**config.mk**
```make
export PLATFORM = sky130hd
export DESIGN_NAME = mem_access_stage
export DESIGN_NICKNAME = d
export VERILOG_FILES = /design/src/rtl/mem_access_stage_pkg.sv /design/src/rtl/mem_access_stage_load_align.sv /design/src/rtl/mem_access_stage.sv
export SDC_FILE = /design/constraint.sdc
export NUM_CORES = 1
export LEC_CHECK = 0
export CAP_MARGIN = 20
export CELL_PAD_IN_SITES_DETAIL_PLACEMENT = 1
export CELL_PAD_IN_SITES_GLOBAL_PLACEMENT = 1
export CORE_MARGIN = 5
export CORE_UTILIZATION = 32
export DETAILED_ROUTE_END_ITERATION = 8
export PLACE_DENSITY = 0.91
export SLEW_MARGIN = 20
export SYNTH_ARGS = -nofsm -noshare
export SYNTH_HDL_FRONTEND = slang
export SYNTH_SLANG_ARGS = --single-unit
```
**constraint.sdc**
```tcl
create_clock -name clk -period 10.8 [get_ports clk]
set_input_delay 1.08 -clock clk [delete_from_list [all_inputs] [get_ports clk]]
set_output_delay 1.08 -clock clk [all_outputs]
set_load 0.03 [all_outputs]
```
**src/rtl/mem_access_stage_pkg.sv**
```systemverilog
// mem_access_stage_pkg: FSM state encoding, funct3 access codes and op classification for the memory stage
package mem_access_stage_pkg;

    localparam logic [1:0] IDLE   = 2'd0;
    localparam logic [1:0] ACCESS = 2'd1;
    localparam logic [1:0] FAULT  = 2'd2;

    localparam logic [2:0] LB  = 3'b000;
    localparam logic [2:0] LH  = 3'b001;
    localparam logic [2:0] LW  = 3'b010;
    localparam logic [2:0] LBU = 3'b100;
    localparam logic [2:0] LHU = 3'b101;
    localparam logic [2:0] SB  = 3'b000;
    localparam logic [2:0] SH  = 3'b001;
    localparam logic [2:0] SW  = 3'b010;

    // State an op entering M moves the FSM to: ACCESS if legal and aligned, FAULT if not, IDLE for non-memory ops.
    function automatic logic [1:0] op_state(input logic rd, input logic wr, input logic [2:0] f3, input logic [1:0] a);
        logic legal, mis;
        legal = wr ? (f3 == SB || f3 == SH || f3 == SW)
                   : (f3 == LB || f3 == LH || f3 == LW || f3 == LBU || f3 == LHU);
        mis = (f3[1:0] == 2'b01 && a[0]) || (f3[1:0] == 2'b10 && a != 2'b00);
        return !(rd || wr) ? IDLE : (legal && !mis) ? ACCESS : FAULT;
    endfunction

endpackage

```
**src/rtl/mem_access_stage_load_align.sv**
```systemverilog
// mem_access_stage_load_align: selects the load lane from the read word and sign/zero extends it
//   rdata   in  32  word returned by data memory
//   addr_lo in  2   byte offset of the access
//   funct3  in  3   load size/sign
//   data    out 32  aligned, extended load result
module mem_access_stage_load_align
    import mem_access_stage_pkg::*;
(
    input  logic [31:0] rdata,
    input  logic [1:0]  addr_lo,
    input  logic [2:0]  funct3,
    output logic [31:0] data
);

    logic [15:0] lane;

    assign lane = 16'(rdata >> {addr_lo, 3'b000});

    always_comb
        data = funct3 == LB  ? {{24{lane[7]}}, lane[7:0]}   :
               funct3 == LH  ? {{16{lane[15]}}, lane}       :
               funct3 == LBU ? {24'd0, lane[7:0]}           :
               funct3 == LHU ? {16'd0, lane}                :
                               rdata;

endmodule

```
**src/rtl/mem_access_stage.sv**
```systemverilog
// mem_access_stage: RISC-V MEM stage with EX/MEM and MEM/WB registers and a req/ready data-memory port
module mem_access_stage
  import mem_access_stage_pkg::*;
#(
  parameter int TIMEOUT_CYCLES = 16
)
(
  input  logic        clk,
  input  logic        reset,
  input  logic [31:0] ALU_OUT_EX,
  input  logic [31:0] REG_DATA2_EX_FINAL,
  input  logic [2:0]  FUNCT3_EX,
  input  logic [4:0]  RD_EX,
  input  logic        RegWrite_EX,
  input  logic        MemtoReg_EX,
  input  logic        MemRead_EX,
  input  logic        MemWrite_EX,
  output logic        dmem_req,
  output logic        dmem_we,
  output logic [31:0] dmem_addr,
  output logic [3:0]  dmem_be,
  output logic [31:0] dmem_wdata,
  input  logic        dmem_ready,
  input  logic [31:0] dmem_rdata,
  output logic        STALL_MEM,
  output logic        MEM_FAULT,
  output logic [31:0] ALU_OUT_MEM,
  output logic [4:0]  RD_MEM,
  output logic        RegWrite_MEM,
  output logic [31:0] ALU_DATA_WB,
  output logic [4:0]  RD_WB,
  output logic        RegWrite_WB
);
  logic [1:0]  state, state_nx;
  logic [31:0] m_wdata, load_data;
  logic [2:0]  m_funct3;
  logic        m_memtoreg, m_memwrite, wb_ld, timeout;
`ifdef MEM_TIMEOUT_EN
  logic [7:0] wait_cnt;
  assign timeout = wait_cnt == 8'(TIMEOUT_CYCLES - 1);
  always_ff @(posedge clk or posedge reset)
    if (reset) wait_cnt <= '0;
    else       wait_cnt <= STALL_MEM ? wait_cnt + 8'd1 : '0;
`else
  assign timeout = 1'b0;
`endif
  assign dmem_req  = state == ACCESS;
  assign dmem_we   = m_memwrite;
  assign dmem_addr = {ALU_OUT_MEM[31:2], 2'b00};
  assign STALL_MEM = state == ACCESS && !dmem_ready;
  assign MEM_FAULT = state == FAULT;
  assign wb_ld     = !STALL_MEM && !MEM_FAULT;
  always_comb begin
    dmem_be    = !m_memwrite    ? 4'b1111 :
                 m_funct3 == SB ? 4'b0001 << ALU_OUT_MEM[1:0] :
                 m_funct3 == SH ? 4'b0011 << {ALU_OUT_MEM[1], 1'b0} :
                                  4'b1111;
    dmem_wdata = m_funct3 == SB ? {4{m_wdata[7:0]}} :
                 m_funct3 == SH ? {2{m_wdata[15:0]}} :
                                  m_wdata;
    state_nx   = STALL_MEM ? (timeout ? FAULT : ACCESS)
                           : op_state(MemRead_EX, MemWrite_EX, FUNCT3_EX, ALU_OUT_EX[1:0]);
  end
  mem_access_stage_load_align load_align (
    .rdata   (dmem_rdata),
    .addr_lo (ALU_OUT_MEM[1:0]),
    .funct3  (m_funct3),
    .data    (load_data)
  );
  always_ff @(posedge clk or posedge reset) begin
    if (reset) begin
      state        <= IDLE;
      ALU_OUT_MEM  <= '0;
      m_wdata      <= '0;
      m_funct3     <= '0;
      RD_MEM       <= '0;
      RegWrite_MEM <= 1'b0;
      m_memtoreg   <= 1'b0;
      m_memwrite   <= 1'b0;
      ALU_DATA_WB  <= '0;
      RD_WB        <= '0;
      RegWrite_WB  <= 1'b0;
    end else begin
      state <= state_nx;
      if (!STALL_MEM) begin
        ALU_OUT_MEM  <= ALU_OUT_EX;
        m_wdata      <= REG_DATA2_EX_FINAL;
        m_funct3     <= FUNCT3_EX;
        RD_MEM       <= RD_EX;
        RegWrite_MEM <= RegWrite_EX;
        m_memtoreg   <= MemtoReg_EX;
        m_memwrite   <= MemWrite_EX;
      end
      ALU_DATA_WB <= !wb_ld ? '0 : m_memtoreg ? load_data : ALU_OUT_MEM;
      RD_WB       <= wb_ld ? RD_MEM : '0;
      RegWrite_WB <= wb_ld && RegWrite_MEM;
    end
  end
endmodule

```
# Yosys cells after proc, flatten, opt, wreduce, memory -nomap -nowiden
# Cells that the tools add are included.
# op_classes
n_div,0
magnitude_cmp,0
n_bitwise,0
n_addsub,0
eq_ne,11
n_reduce_logical,19
shift,3
muxes,16
mul,0
# ops
op,count
$mux 32,8
$shr 32x5->16,1
$eq 3x3->1 const B,4
$mux 4,3
$eq 3x1->1 const B,2
$logic_and 1x1->1,6
$logic_not 3->1,2
$logic_or 1x1->1,6
$mux 2,3
$mux 5,1
$eq 2x1->1 const B,2
$eq 2x2->1 const B,2
$logic_not 1->1,4
$shl 1x2->4 const A,1
$shl 2x2->4 const A,1
$eq 3x2->1 const B,1
$reduce_bool 2->1,1
$mux 1,1
# word_totals
memories,0
wordCells,60
ram_bits,0
out_inout_bits,148
mem_bits_ro,0
latch_bits,0
register_bits,115

# Logic depth before layout (Yosys ltp)
# logic_depth
depth_word,10
ltp_mapped,6
mapped_depth_nobuf,5

# By module
# From an unflattened synthesis, not the netlist that was laid out.
# unflattened
hier_cells,512
area_unflattened_um2,5949.5
# by_module_without_submodules
mod,instances,cells_per_inst,area_per_inst_um2
mem_access_stage,1,382,5068.6
mem_access_stage_load_align,1,130,880.8

# Worst setup path after synthesis
# Ideal clock, no wire load.
# synth_path
kind,input to output
start,input dmem_ready
end,output STALL_MEM
n_path_buf,2
required_time_ns,9.720
setup_slack_ns,7.549
arrival_ns,2.171
cell_stages,4
cell_sequence,or3b_1 -> buf_2 -> inv_2 -> clkbuf_1
# synth_between
elab_chain_len,2
# synth_lines
element,line_no,source
from (decl),mem_access_stage.sv:23,"input logic dmem_ready,"
$logic_not 1->1,mem_access_stage.sv:50,assign STALL_MEM = state == ACCESS && !dmem_ready;
$logic_and 1x1->1,mem_access_stage.sv:50,
to (decl),mem_access_stage.sv:25,"output logic STALL_MEM,"
# No other way between the ends.

# Worst setup path in the final report
# Same ends and word-level chain as after synthesis.

==> flow_summary_export.csv <==
group,metric,value,unit
outcome,status,"finished clean",
route,routed_wl,21700,um
floorplan,dieArea,20200,um^2
sta,slew_violations,0,
clock_tree,cts_repair_resize_count,0,
clock_tree,ctsHoldBuffers,0,
final_layout,final_net_count,917,
final_layout,antenna_cells,0,
critical_path,path_delay_family,"buffers and inverters",
sta,max_slew_margin,28.5,%
clock_tree,cts.sinks,115,
sta,setup_viol,0,
placed_design,port_buffers,256,
clock_tree,clock_tree.root_cell,"clkbuf_16",
sta,max_freq,213,MHz
critical_path,crit_chain,"clkdlybuf4s50_1, or3b_4, inv_2, buf_4, clkdlybuf4s50_1",
grt,grt_max_degree,74,
route,drtIter0Drc,233,
synth,yosysUniqueCellTypes,46,
grt,overflow,0,
floorplan,core,17200,um^2
critical_path,worst_path_most_repeated_cell,"clkdlybuf4s50_1",
final_layout,syn2layout_area_growth,53.3,%
grt,grt_pass1_wl,33500,um
critical_path,worstPathRequired,9.72,ns
critical_path,cp.arrival,3.61,ns
route,wl_per_cell,20.8,um
sta,worst_pin_slew,1.07,ns
critical_path,crit_fanout,73,
floorplan,fp.dieW,142,um
final_layout,fin_util,49.8,%
route,drc_errors,0,
floorplan,initial_core_util,32.5,%
sta,rsz0062_at_grt,"no",
power,powerDensity,176,nW/um^2
clock_tree,tritoncts,"yes",
synth,netlist.area_leader.share,51.4,%
synth,ys.flop_type,"dfrtp_1",
clock_tree,clk_latency,0.41,ns
clock_tree,cts_max_path_buffers,2,
critical_path,worstSetupPathType,"input port to primary output",
power,leakagePower,3.83,nW
placed_design,gp_congestion,0.812,
synth,synth_area_leader_cell,"dfrtp_1",
synth,avgSynthCellArea,9.31,um^2
grt,grt_usage,21.5,%
sta,post-route-period-util,43.4,%
clock_tree,postCtsSetupBuffers,0,
flow_run,maxCapViolations,0,
route,vias,5250,
power,irDropWorstVdd,0.103,mV
floorplan,rows,48,
placed_design,post-dp-hpwl,16000,um
sta,skew,0.00538,ns
critical_path,setup.worst_path.end_class,"primary output",
synth,yosysWarnings,0,
route,drt-vias-per-instance,5.03,
sta,holdWs,0.465,ns
floorplan,io_pins,259,
grt,grt_pass1_vias,5695,
critical_path,crit_slowest_cell,"clkdlybuf4s50_1",
synth,synthesis.instances,601,
sta,setup_tns,0,ns
critical_path,max_stage_delay,0.82,ns
critical_path,start_kind,"input port",
final_layout,drive_above_1_share,8.07,%
synth,ys_ff_latch,115,
clock_tree,cts_buffers,17,
synth,ys_async_sr_fraction,100,%
sta,hold_violations,0,
route,ant_nets,0,
critical_path,worstPathBufferInverterCount,4,
final_layout,final_cell_area,8580,um^2
placed_design,placed_area,8030,um^2
route,firstDrtPassIters,4,
synth,synth_seq_area_share,51.4,%
floorplan,die_y,142,um
worst_hold_path,worst_hold_path_type,"register to register",
sta,fin_crit,4.69,ns
synth,synthTopCellsByArea,"dfrtp_1 (51%), nand2_1 (15%), buf_4 (5.4%)",
clock_tree,cts_max_level,4,
grt,antenna_found_initial,0,
synth,synth-edff-count,0,
clock_tree,clkTransAtPathRegs,0.05,ns
synth,synth_area,5590,um^2
==> final cells by class <==
class / instances / area [um^2]
Timing Repair Buffer: 261 / 2600
Inverter: 8 / 32.5
Clock inverter: 10 / 85.1
Sequential cell: 115 / 2880
Multi-Input combinational cell: 403 / 2240
Tap cell: 225 / 282
Fill cell: 1987 / 8660
Clock buffer: 21 / 460
==> cells by family after synthesis <==
family	count (synthesis)	synth area share, %
other	1	0.0670
buffers and inverters	84	8.75
multiplexers	34	6.78
XOR/XNOR	1	0.157
AND/OR/NAND/NOR	272	20.2
AO/OA/AOI/OAI	94	12.6
flip-flops	115	51.4
==> synth_stat cells, types with 2 or more instances <==
| library cell | n |
|---|---|
| a211oi_1 | 3 |
| a21oi_1 | 17 |
| a221o_1 | 13 |
| a221oi_1 | 5 |
| a22oi_1 | 3 |
| a31oi_1 | 2 |
| a32o_1 | 6 |
| and3_1 | 9 |
| buf_1 | 2 |
| buf_2 | 7 |
| buf_4 | 40 |
| buf_6 | 2 |
| clkbuf_1 | 25 |
| dfrtp_1 | 115 |
| inv_1 | 5 |
| inv_2 | 2 |
| mux2_2 | 17 |
| mux2i_1 | 15 |
| nand2_1 | 219 |
| nand2b_1 | 8 |
| nor2_1 | 20 |
| nor2b_1 | 5 |
| nor3_1 | 3 |
| nor4_1 | 2 |
| o211ai_1 | 4 |
| o21ai_0 | 20 |
| o21bai_1 | 4 |
| o221a_2 | 2 |
| o2bb2ai_1 | 8 |
| o32ai_1 | 2 |
==> flip-flops by register name (all words and copies together), names as in the netlist <==
name	flops
ALU_DATA_WB	32
ALU_OUT_MEM	32
m_wdata	32
RD_MEM	5
RD_WB	5
m_funct3	3
state	2
RegWrite_MEM	1
RegWrite_WB	1
dmem_we	1
m_memtoreg	1
==> report_power, final <==
part	switching, W	internal, W	total, W
clock	0.000199	0.000325	0.000524
combinational	0.000261	0.000196	0.000457
sequential	0.0000465	0.000480	0.000526
total	0.000507	0.00100	0.00151
==> layout by cell type (no fill, tap or decap), types with 2 or more instances in the layout <==
master,Yosys,routed
clkdlybuf4s50_1,0,256
nand2_1,219,219
dfrtp_1,115,115
o21ai_0,20,20
nor2_1,20,19
a21oi_1,17,17
mux2_2,17,17
clkbuf_16,0,17
mux2i_1,15,15
a221o_1,13,13
and3_1,9,9
nand2b_1,8,8
o2bb2ai_1,8,8
a32o_1,6,6
nor2b_1,5,5
a221oi_1,5,5
clkinv_2,0,5
buf_4,40,5
inv_1,5,4
o21bai_1,4,4
o211ai_1,4,4
clkinvlp_4,0,4
a22oi_1,3,3
a211oi_1,3,3
inv_2,2,2
nor3_2,1,2
o221a_2,2,2
a31oi_1,2,2
o32ai_1,2,2
nor3_1,3,2
nor4_1,2,2
conb_1,1,2
clkbuf_1,25,2
clkbuf_8,0,2
==> path summary, 6_finish.rpt <==
path | start | to | slack (ns) | depth (start not counted)
min in group asynchronous | reset | m_wdata[27] | 1.09 | 2
max in group asynchronous | reset | ALU_OUT_MEM[10] | 8.29 | 3
worst min register to register | m_wdata[24] | m_wdata[24] | 0.47 | 2
worst max-delay path | dmem_ready | STALL_MEM | 6.11 | 5
worst min-delay path | m_wdata[24] | m_wdata[24] | 0.47 | 2
worst max register to register | ALU_OUT_MEM[1] | ALU_DATA_WB[23] | 8.21 | 4
==> worst register-to-register path, cell delays in order, from the launching register on <==
cell and delay (ns):
dfrtp_1 0.97, mux2_2 0.34, a221oi_2 0.08, nor4b_4 0.89, o21bai_1 0.23
==> metal layers <==
layer,track usage [%],up-vias,part of all wire [%]
met3,7.80,31,9.6
met5,0,-,0
met1,25.0,2586,39
li1,-,2398,-
met2,37.0,235,49
met4,6.72,0,2.0
==> per-stage QoR <==
step / setup slack [ns] / instances / total power, W
floorplan: 6.68 / 602 / 0.000786
global placement: 6.08 / 1012 / 0.000985
detailed placement: 6.09 / 1012 / 0.000996
CTS: 6.07 / 1043 / 0.00153
global route: 5.99 / 1043 / 0.00158
finish: 6.11 / 1043 / 0.00151
No activity file was read; power rests on OpenSTA's default activity.
